`src/rtl/word_serializer.sv`:
```
// Parallel-to-serial converter: one DATA_WIDTH word in, one bit per out_ready cycle out.
// First bit one cycle after accept; words stream back-to-back without a bubble.
module word_serializer #(
  parameter int DATA_WIDTH = 8,
  parameter bit MSB_FIRST  = 1'b1
) (
  input  logic                  clk,
  input  logic                  reset,
  input  logic                  in_valid,
  output logic                  in_ready,
  input  logic [DATA_WIDTH-1:0] in_data,
  output logic                  out_valid,
  input  logic                  out_ready,
  output logic                  out_bit,
  output logic                  out_last
);
  localparam int CW = (DATA_WIDTH > 1) ? $clog2(DATA_WIDTH) : 1;
  localparam logic [CW-1:0] CNT_LOAD = CW'(DATA_WIDTH - 1);

  typedef enum logic {IDLE = 1'b0, SHIFT = 1'b1} state_t;

  state_t                state_q;
  logic [DATA_WIDTH-1:0] sr_q;
  logic [CW-1:0]         cnt_q;
  logic                  rdy_q;
  logic                  head_bit;
  logic                  accept;

  // rdy_q keeps in_ready low while reset is held and rises on the first edge after release.
  assign head_bit  = MSB_FIRST ? sr_q[DATA_WIDTH-1] : sr_q[0];
  assign out_valid = (state_q == SHIFT);
  assign out_bit   = out_valid & head_bit;
  assign out_last  = out_valid & (cnt_q == '0);
  assign in_ready  = (state_q == IDLE) ? rdy_q : (out_last & out_ready);
  assign accept    = in_valid & in_ready;

  always_ff @(posedge clk or posedge reset) begin
    if (reset) begin
      state_q <= IDLE;
      sr_q    <= '0;
      cnt_q   <= '0;
      rdy_q   <= 1'b0;
    end else begin
      rdy_q <= 1'b1;
      if (accept) begin
        state_q <= SHIFT;
        sr_q    <= in_data;
        cnt_q   <= CNT_LOAD;
      end else if ((state_q == SHIFT) && out_ready) begin
        if (cnt_q == '0) begin
          state_q <= IDLE;
        end else begin
          sr_q  <= MSB_FIRST ? (sr_q << 1) : (sr_q >> 1);
          cnt_q <= cnt_q - CW'(1);
        end
      end
    end
  end

endmodule

```
`config.mk`:
```
export PLATFORM = sky130hd
export DESIGN_NAME = word_serializer
export DESIGN_NICKNAME = d
export VERILOG_FILES = /design/src/rtl/word_serializer.sv
export SDC_FILE = /design/constraint.sdc
export NUM_CORES = 1
export LEC_CHECK = 0
export CAP_MARGIN = 25
export CORE_MARGIN = 3
export CORE_UTILIZATION = 46
export CTS_BUF_LIST = sky130_fd_sc_hd__clkbuf_16
export DETAILED_ROUTE_END_ITERATION = 12
export PLACE_DENSITY = 0.71
export REMOVE_ABC_BUFFERS = 1
export SYNTH_ARGS = -nofsm -noshare
export SYNTH_HDL_FRONTEND = slang
export SYNTH_SLANG_ARGS = --single-unit
```
`constraint.sdc`:
```
create_clock -name clk -period 2.5 [get_ports clk]
set_clock_uncertainty 0.1 [all_clocks]
set_input_delay 0.25 -clock clk [delete_from_list [all_inputs] [get_ports clk]]
set_output_delay 0.25 -clock clk [all_outputs]
set_load 0.005 [all_outputs]
```
## Yosys cells after proc, flatten, opt, wreduce, memory -nomap -nowiden

Index checks and enable logic that the tools add are counted.

| word-level totals | value |
|---|---|
| register bits | 13 |
| input port bits | 12 |
| output and inout bits | 4 |

| operators by class | value |
|---|---|
| add/subtract/negate cells | 1 |
| equal/unequal tests | 1 |
| multiplexer cells | 10 |
| bitwise logic cells | 4 |
| reduce and logical (&&, ||, !) cells | 6 |

Operators with widths:

| operator | count |
|---|---|
| $mux 8 | 3 |
| $mux 3 | 3 |
| $and 1x1->1 | 4 |
| $mux 1 | 4 |
| $reduce_and 2->1 | 2 |
| $reduce_bool 2->1 | 2 |
| $logic_not 3->1 | 1 |
| $sub 3x1->3 const B | 1 |
| $ne 2x2->1 const B | 1 |
| $logic_and 1x1->1 | 1 |

## Longest topological paths before layout

Gate-level depths: netlist of run 1.

| logic depth | value |
|---|---|
| depth in word-level cells | 7 |
| gate-level depth with buffers | 6 |
| gate-level depth less buffers | 5 |

## Least setup slack after synthesis of run 1

Ideal clock, no wire load.

| path | value |
|---|---|
| path kind | reg-to-reg |
| from | reg cnt_q[0] |
| to | reg sr_q[7] |
| setup time | 0.126 ns |
| data arrival time | 1.421 ns |
| data required time | 2.274 ns |
| path slack | 0.853 ns |
| cell stages (with the launch flop) | 7 |
| clock period less this slack | 1.647 ns |
| path through | dfrtp_1 -> inv_1 -> ha_1 -> and4b_1 -> o21a_1 -> buf_6 -> a221o_1 |

| on the way | value |
|---|---|
| longest elaborated chain between the ends | 7 |

RTL lines:

| element | line | source |
|---|---|---|
| start: declaration | 24 | `logic [CW-1:0] cnt_q;` |
| start signal: assignment | 54 | `cnt_q <= cnt_q - CW'(1);` |
| $logic_not 3->1 * | 33, 50 |  |
| $and 1x1->1 | 33 | `assign out_last = out_valid & (cnt_q == '0);` |
| $and 1x1->1 | 34 | `assign in_ready = (state_q == IDLE) ? rdy_q : (out_last & out_ready);` |
| $mux 1 | 34 |  |
| $and 1x1->1 | 35 | `assign accept = in_valid & in_ready;` |
| $ne 2x2->1 (no source line) / $reduce_bool 2->1 (equally long branches) | n/a |  |
| $reduce_and 2->1 (no source line) | n/a |  |
| end signal: assignment | 47 | `sr_q <= in_data;` |
| end signal: assignment | 53 | `sr_q <= MSB_FIRST ? (sr_q << 1) : (sr_q >> 1);` |
| end: declaration | 23 | `logic [DATA_WIDTH-1:0] sr_q;` |

Every way passes the cells marked *; elsewhere a longest branch is shown, timed or not.
A chain may end at the register's enable or synchronous reset.

## Worst setup path in the final report of run 1

| path | value |
|---|---|
| from | reg cnt_q[0] |
| to | out in_ready |

| on the way | value |
|---|---|
| longest elaborated chain between the ends | 4 |

RTL lines:

| element | line | source |
|---|---|---|
| $logic_not 3->1 | 33 |  |
| $and 1x1->1 | 33 |  |
| $and 1x1->1 | 34 |  |
| $mux 1 | 34 |  |
| end: declaration | 10 | `output logic in_ready,` |

No other way between the ends.

==> results of run 1 <==
## metrics by stage
step                      worst slack, ps  hold slack, ps  std cells  power, uW
after floorplan                       842            27.0         56        587
after global placement                536             377         87        710
after detailed placement              500             385         87        721
after CTS                             305             272         91       1030
after global routing                  234             296         91       1080
final                                 310             248         91       1020
## cells in the final DEF (no fill, tap or decap)
| cell | count |
|---|---|
| a2bb2oi_2 | 1 |
| conb_1 | 1 |
| nor3b_1 | 8 |
| nor2b_1 | 1 |
| ha_1 | 2 |
| dfrtp_1 | 13 |
| and4b_1 | 1 |
| buf_4 | 1 |
| a22o_1 | 1 |
| o21a_1 | 1 |
| nand2_1 | 2 |
| o311ai_1 | 1 |
| nand3_1 | 2 |
| and2_1 | 2 |
| inv_1 | 5 |
| clkbuf_16 | 3 |
| a21o_1 | 1 |
| or4_1 | 1 |
| or2_2 | 1 |
| clkdlybuf4s50_1 | 15 |
| o21ai_1 | 1 |
| o21ai_0 | 3 |
| and2b_4 | 1 |
| or3_1 | 1 |
| a221o_1 | 7 |
## cell type report
type                            instances  share of cell area (%)
Clock inverter                          1                   0.418
Inverter                                4                    1.67
Multi-Input combinational cell         39                    33.7
Clock buffer                            3                    8.36
Sequential cell                        13                    36.2
Timing Repair Buffer                   16                    17.5
Tap cell                               15                    2.09
## power groups by stage
stage | clock [uW] | combinational (uW) | sequential [uW]
final | 298 | 365 | 358
after global routing | 316 | 399 | 365
after CTS | 304 | 367 | 356
after detailed placement | 0 | 364 | 357
after global placement | 0 | 357 | 354
after floorplan | 0 | 245 | 342
## kinds of logic (layout without fill, tap and decap cells)
group | after synthesis | count (layout) | synth area share, %
AND/OR/NAND/NOR | 20 | 20 | 20.3
other | 1 | 1 | 0.557
buffers and inverters | 7 | 24 | 6.69
adder cells (fa/ha/maj) | 2 | 2 | 3.72
AO/OA/AOI/OAI | 16 | 16 | 20.4
flip-flops | 13 | 13 | 48.3
## flip-flops by register name (all words and copies together) (netlist names)
signal,flops
rdy_q,1
out_valid,1
sr_q,8
cnt_q,3
## per-layer routing
metal  GRT usage (%)  up-vias  part of all wire (%)
met1            21.4      264                    46
met3            6.10        7                   6.7
met4            7.83        0                   2.2
li1                -      254                     -
met5               0        -                     0
met2            24.4       26                    45
## final timing paths
kind / start / end / slack, ps / cells past startpoint
min: reset / sr_q[1] / 250 / 2
min reg2reg: sr_q[0] / sr_q[0] / 400 / 1
max reg2reg: cnt_q[0] / sr_q[3] / 710 / 5
max in group asynchronous: reset / sr_q[0] / 1720 / 2
max: cnt_q[0] / in_ready / 310 / 5
min in group clk: sr_q[0] / sr_q[0] / 400 / 1
## critical path: cells and delay by family (launching register included)
family                     cells  cell delay [ps]
DFF                            1              350
buffers and inverters          2              510
adders and majority gates      1              220
and+or+nand+nor                2              510
==> results.md, run 1 <==
- The largest single stage delay on the critical path is 440 ps.
- The cell area that synthesis handed to floorplanning was 673 um2.
- The min-delay analysis places its worst path in the category input port to async pin.
- The number of inserted diodes is 0.
- The aggregate routed wire length is 1440 um.
- The proportion of total power due to net switching is 29.7%.
- The count of different cell masters after synthesis is 24.
- Compared with the post-synthesis result, the final layout area differs by 33.5%.
- Sequential cells burn 35.1% of the power.
- The detail-routed via count per cell is 6.05.
- Across the VDD grid, the largest voltage drop is 0.545 mV.
- By count the netlist is led by dfrtp_1, nor3b_1, a221o_1, inv_1, o21ai_0.
- The share of power burned in combinational logic is 35.7%.
- After detailed routing, the average wire length per cell comes to 15.8 um.
- Input and output buffers added on the ports amount to 15.
- The floorplan step defined a core boundary enclosing 1330 um2.
- The synthesized design spends more area on one cell type than any other, namely dfrtp_1.
- The aggregate global-route resource usage is 16.6%.
- The clock network accounts for 29.2% of the total power.
- The instance count of the mapped netlist is 59.
- The clock sink count is 13.
- The analysis attributes to net switching a power of 303 uW.
- The portion of the post-synthesis area used by sequential elements is 48.3%.
- After global routing the overflow that remains totals 0.
- The flow ran to the end, and the final reports show no timing, DRC or antenna violations.
- The average instance in the mapped netlist occupies 11.4 um2.
- The internal portion of the total power is 717 uW.
- After clock tree synthesis, the flow added hold-fix buffers numbering 0.
- The TritonCTS clock tree is built.
- In this run the power density over the cells is 1140 nW/um2.
- Across the whole layout, storage elements account for 325 um2.
- The area occupied by multi-input gates is 303 um2.
- The first routing iteration left 17 violations.
- The total of cells resized after clock tree synthesis is 0.
- The clock latency reported for the late side of the worst-skew pair is 240 ps.
- Subtracting the final worst setup slack from the clock period gives 2190 ps.
- The type of origin of the critical path is a flop.
- The antenna violation net count after detailed routing is 0.
- The hold violation total from the final report was 0.
- In this run the number of H-tree levels came out at 1.
- Detailed routing inserted a total of 551 vias.
- The synthesis-stage register bit count is 13.
- Once placement finished, the instance area stood at 820 um2.
- Once detailed placement completed, the half-perimeter wirelength came to 998 um.
- The yosys synthesis warning count is 0.
- The share of the core filled with cells is 67.4%.
- In this run, synthesis inferred 0 flip-flops with an integrated enable.
- The leakage power of the design is 0.000393 uW.
- After synthesis, the cell types taking the most area are dfrtp_1, a221o_1, nor3b_1.
- The height of the die is 44.3 um.
- The floorplan has 13 rows.
- The final setup violation count is 0.
- The maximum buffer depth of the clock tree is 2.
- The data arrival time at the worst-slack endpoint is 1840 ps.
- The sum of negative setup slack is 0 ps.
- The via count of the first global-routing pass is 517.
- The fraction of synthesized cell area taken by the top area cell type is 48.3%.
- The maximum frequency from static timing analysis is 0.457 GHz.
- The die outline width is 44.3 um.
- The number of setup buffers added after CTS is 0.
- The number of maximum-capacitance violations is 0.
- The top fanout value on the critical path is 4.
- The fraction of layout instances using a drive strength above 1 is 9.21%.
- The total number of nets in the final design is 91.
- Setup repair after global routing left no endpoint under its margin.
- The most used flip-flop cell after synthesis is dfrtp_1.
- The critical path capture point type is an output pin.
- Of the available clock period, the critical path in the final layout requires 87.6%.
- The count of filler cells inserted in the layout is 111.
- After routing the design area is 898 um2.
- The clock root buffer is clkbuf_16.
- The remaining routing DRC violations is 0.
- The area of the die is 1960 um2.
- Entering global routing, the biggest net connects 15 pins.
- The signal on the critical path passes through inv_1 > ha_1 > and4b_1 > or2_2 > clkdlybuf4s50_1.
- Once the floorplan was initialized, standard cells occupied 50.5% of the core.
- The endpoint required time on the critical path is 2150 ps.
- The number of iterations in the first detailed-routing pass is 4.
- The CTS buffer count is 3.
- The number of antenna violations at the first check in global routing is 0.
- The placer's final routability congestion estimate is 0.733.
- The boundary pin count is 16.
- The cell at the slowest stage of the critical path is clkdlybuf4s50_1.
- The clock transition at the registers of the reported paths is 50 ps.
- The number of max-slew violations in the final report came to 0.
- The first-pass GRT wire length is 2330 um.
- The critical path start-end classification is flop to output pin.
- Of all flip-flops after synthesis, the portion carrying an async set or reset was 100%.
- The most repeated cell in the gate-level netlist after synthesis is dfrtp_1.
No activity file was read; power rests on OpenSTA's default activity.
==> inputs of run 2 (changes only) <==
--- a/config.mk
+++ b/config.mk
@@ -5,13 +5,13 @@
 export SDC_FILE = /design/constraint.sdc
 export NUM_CORES = 1
 export LEC_CHECK = 0
+export ABC_AREA = 1
 export CAP_MARGIN = 25
 export CORE_MARGIN = 3
 export CORE_UTILIZATION = 46
 export CTS_BUF_LIST = sky130_fd_sc_hd__clkbuf_16
 export DETAILED_ROUTE_END_ITERATION = 12
-export PLACE_DENSITY = 0.71
-export REMOVE_ABC_BUFFERS = 1
+export PLACE_DENSITY = 0.68
 export SYNTH_ARGS = -nofsm -noshare
 export SYNTH_HDL_FRONTEND = slang
 export SYNTH_SLANG_ARGS = --single-unit
==> run 2 against run 1 <==
Effect of this change:
- area after synthesis up 20%
- combinational power up 7.4%
- clock-buffer cell count unchanged
- cell count up 46%
- clock power about the same
- die area up 17%
- register-to-register slack better by 160 ps
- sequential power up 1%
- critical path depth up 2
- largest power group unchanged
==> results.md, run 2 <==
- The run finished with clean final reports.
- The height of the die is 47.9 um (+8.1%).
- The setup path with the least slack is of type flop to output pin.
- The clock latency reported for the late side of the worst-skew pair was 240 ps (about the same).
- The flip-flop count of the largest register after layout is 8 (unchanged).
- The final setup violation count is 0 (unchanged).
- Counting flops per register, the top entry is sr_q.
- The synthesized cell area came to 806 um2 (+20%).
- The worst relative slew slack is 65.9%.
- The number of inserted diodes was 0 (unchanged).
- The number of max-slew violations in the final report was 0 (unchanged).
- The final critical-path setup slack is 327 ps (+16.7 ps).
- The total number of nets in the final design came to 132 (+45%).
- The critical path capture point is in_ready.
- The maximum frequency from static timing analysis is 0.460 GHz (+0.77%).
- TritonCTS built the clock tree.
- The worst register-to-register path begins at cnt_q[0].
- The number of iterations in the first detailed-routing pass is 4 (unchanged).
- The hold violation total from the final report is 0 (unchanged).
- The deepest level of the CTS H-tree is 1 (unchanged).
- The die outline width came to 47.9 um (+8.1%).
- The boundary pin count is 16 (unchanged).
- The hold buffer count at cts is 0 (unchanged).
- The area of the die is 2290 um2 (+17%).
- The total internal power is 683 uW (-4.7%).
- The via count is 612 (+11%).
- The total instance count after detailed placement is 129 (+48%).
- The commonest non-fill, non-tap cell in the layout is nand2_1.
- The register share of total power is 34.4% (-0.7 points).
- The fraction of power consumed by the clock network was 28.4% (-0.8 points).
- The total of cells resized after clock tree synthesis is 0 (unchanged).
- The number of buffer cells added on primary ports is 15 (unchanged).
- The total power draw came to 1050 uW (+3.0%).
- The fraction of synthesized cell area taken by the top area cell type was 40.4% (-8.0 points).
- The critical path goes through inv_1 > ha_1 > inv_1 > nor2_4 > nand2_4 > nand2_8 > clkdlybuf4s50_1.
- The worst slack at placement came to 581 ps (+80.9 ps).
- The number of nets in the synthesized netlist is 115.
- The fraction of registers with async set/reset is 100% (unchanged).
- The first-pass GRT wire length came to 2570 um (+10%).
- The proportion of total power due to net switching was 35.0% (+5.3 points).
- The critical path's most frequent cell is inv_1.
- The data arrival time at the worst-slack endpoint is 1820 ps (-20 ps).
- The placer's final routability congestion estimate is 0.741 (+1.1%).
- The estimated wirelength of the detail-placed design is 1020 um (+2.6%).
- The top cell types in the final layout, fill and taps aside, are nand2_1, clkdlybuf4s50_1, inv_1.
- The buffer count from post-CTS setup fixing is 0 (unchanged).
- The power density over cell area is 1020 nW/um2 (-10%).
- The aggregate global-route resource usage is 16.5% (-0.079 points).
- The yosys synthesis warning count is 0 (unchanged).
- The CTS buffer count came to 3 (unchanged).
- The capturing point of the worst reg2reg path is cnt_q[0].
- The register-to-register path setup slack is 870 ps (+160 ps).
- Yosys attributes the largest share of cell area to dfrtp_1, nand2_1, nand3_1.
- The most critical setup path has its startpoint at cnt_q[0].
- The share of power burned in combinational logic is 37.3% (+1.6 points).
- The clock sink count is 13 (unchanged).
- The antenna violation net count after detailed routing was 0 (unchanged).
- The switching power is 368 uW (+21%).
- The top fanout value on the critical path came to 10 (+6).
- The count of cells along the worst register-to-register path is 8 (+3).
- The post-layout minimum cycle time is 2170 ps (-16.7 ps).
- The portion of the post-synthesis area used by sequential elements is 40.4% (-8.0 points).
- The count of different cell masters after synthesis came to 17 (-29%).
- The cell type with the highest aggregate area in the netlist is dfrtp_1.
- The commonest cells after synthesis are nand2_1, inv_1, dfrtp_1, nand3_1, nand3_2.
- The endpoint required time on the critical path is 2150 ps (about the same).
- The part of the cycle the worst path needs is 86.9% (-0.67 points).
- The area added between synthesis and finish is 27.8%.
- The detail-routed via count per cell is 4.60 (-24%).
- The count of standard-cell rows is 14 (+1).
- The class of the worst hold path is input port to async pin.
- Setup repair after global routing left no endpoint under its margin.
- The clock root buffer is clkbuf_16.
- The mean cell area of the mapped netlist is 7.98 um2 (-30%).
- The total global routing overflow is 0 (unchanged).
- The type of origin of the critical path is a flop.
- The fraction of layout instances using a drive strength above 1 is 16.2% (+7.0 points).
- The remaining routing DRC violations came to 0 (unchanged).
- In the final layout, the registers with the most flip-flops are sr_q: 8 flops, cnt_q: 3 flops.
- The average detailed-routed wire length per instance is 11.3 um (-28%).
- The initial core utilization is 51.1% (+0.64 points).
- The leakage power of the design is 0.000558 uW (+42%).
- The cell at the slowest stage of the critical path is clkdlybuf4s50_1.
- The via count of the first global-routing pass was 592 (+15%).
- The clock transition at the registers of the reported paths was 50 ps (about the same).
- The maximum buffer depth of the clock tree is 2 (unchanged).
- The area of the core was 1580 um2 (+18%).
- The final standard cell count with taps included and fillers excluded came to 133 (+46%).
- The pin count of the biggest net entering global routing was 20 (+5).
- The aggregate routed wire length is 1510 um (+4.6%).
- STA classifies the critical path endpoint as an output pin.
- The DRC violation total after the first TritonRoute iteration was 6 (-11).
- The worst IR drop on VDD was 0.698 mV (+28%).
- The number of antenna violations at the first check in global routing is 0 (unchanged).
- The number of maximum-capacitance violations is 0 (unchanged).
- The longest individual stage delay on the worst path is 510 ps (+70 ps).
- The most used flip-flop cell after synthesis is dfrtp_1.
- The instance count of the mapped netlist was 101 (+71%).
- The synthesis-stage register bit count was 13 (unchanged).
- The number of enable-type register cells in the synthesized netlist came to 0 (unchanged).
- The sum of negative setup slack is 0 ps (unchanged).
- For the pin with the worst max-slew slack, the measured transition is 511 ps.
- The most repeated cell in the gate-level netlist after synthesis is nand2_1.
run 2: worst max-delay path: cells and delay by family, from the launching register on:
kind,cells,cell delay [ps]
buffers and inverters,3,690
adders and majority gates,1,180
DFF,1,370
and+or+nand+nor,3,350
run 2: through the flow:
stage | hold slack [ps] | utilization (%) | instance area, um2
finish | 238 | 65.3 | 1030
global route | 283 | 65.3 | 1030
CTS | 256 | 65.3 | 1030
detailed placement | 389 | 60.2 | 950
global placement | 377 | 60.2 | 950
floorplan | 27.0 | - | 806
run 2: metal layers:
| metal | vias up | track usage [%] | routed length [um] |
|---|---|---|---|
| li1 | 338 | - | - |
| met1 | 261 | 22.1 | 744 |
| met2 | 11 | 25.9 | 698 |
| met3 | 2 | 3.38 | 50 |
| met4 | 0 | 6.45 | 11 |
| met5 | - | 0 | 0 |
run 2: cell type report:
type,count,area [um2]
tap,16,20.0
clock inverter,1,5.00
fill,143,547
multi-input combinational,69,394
timing repair buffer,15,150
inverter,16,60.1
clock buffer,3,75.1
sequential,13,325
run 2: worst min path at each step:
stage | to | slack (ps) | cells after the start
floorplan | cnt_q[0] | 30 | 1
global placement | cnt_q[1] | 380 | 2
detailed placement | cnt_q[1] | 390 | 2
CTS | rdy_q | 260 | 2
global route | rdy_q | 280 | 2
finish | rdy_q | 240 | 2
run 2: cells by family after synthesis:
group	share of synthesized area, %
flops	40.4
compound gates	0.621
simple gates	44.7
buf+inv	10.7
other cells	0.465
fa+ha+maj	3.11
run 2: power by group through the flow:
stage          sequential (uW)  combinational, uW  clock (uW)
5_1_grt                    375                452         315
3_5_place_dp               365                387           0
2_1_floorplan              353                291           0
6_report                   362                392         298
4_1_cts                    362                398         303
3_3_place_gp               360                376           0
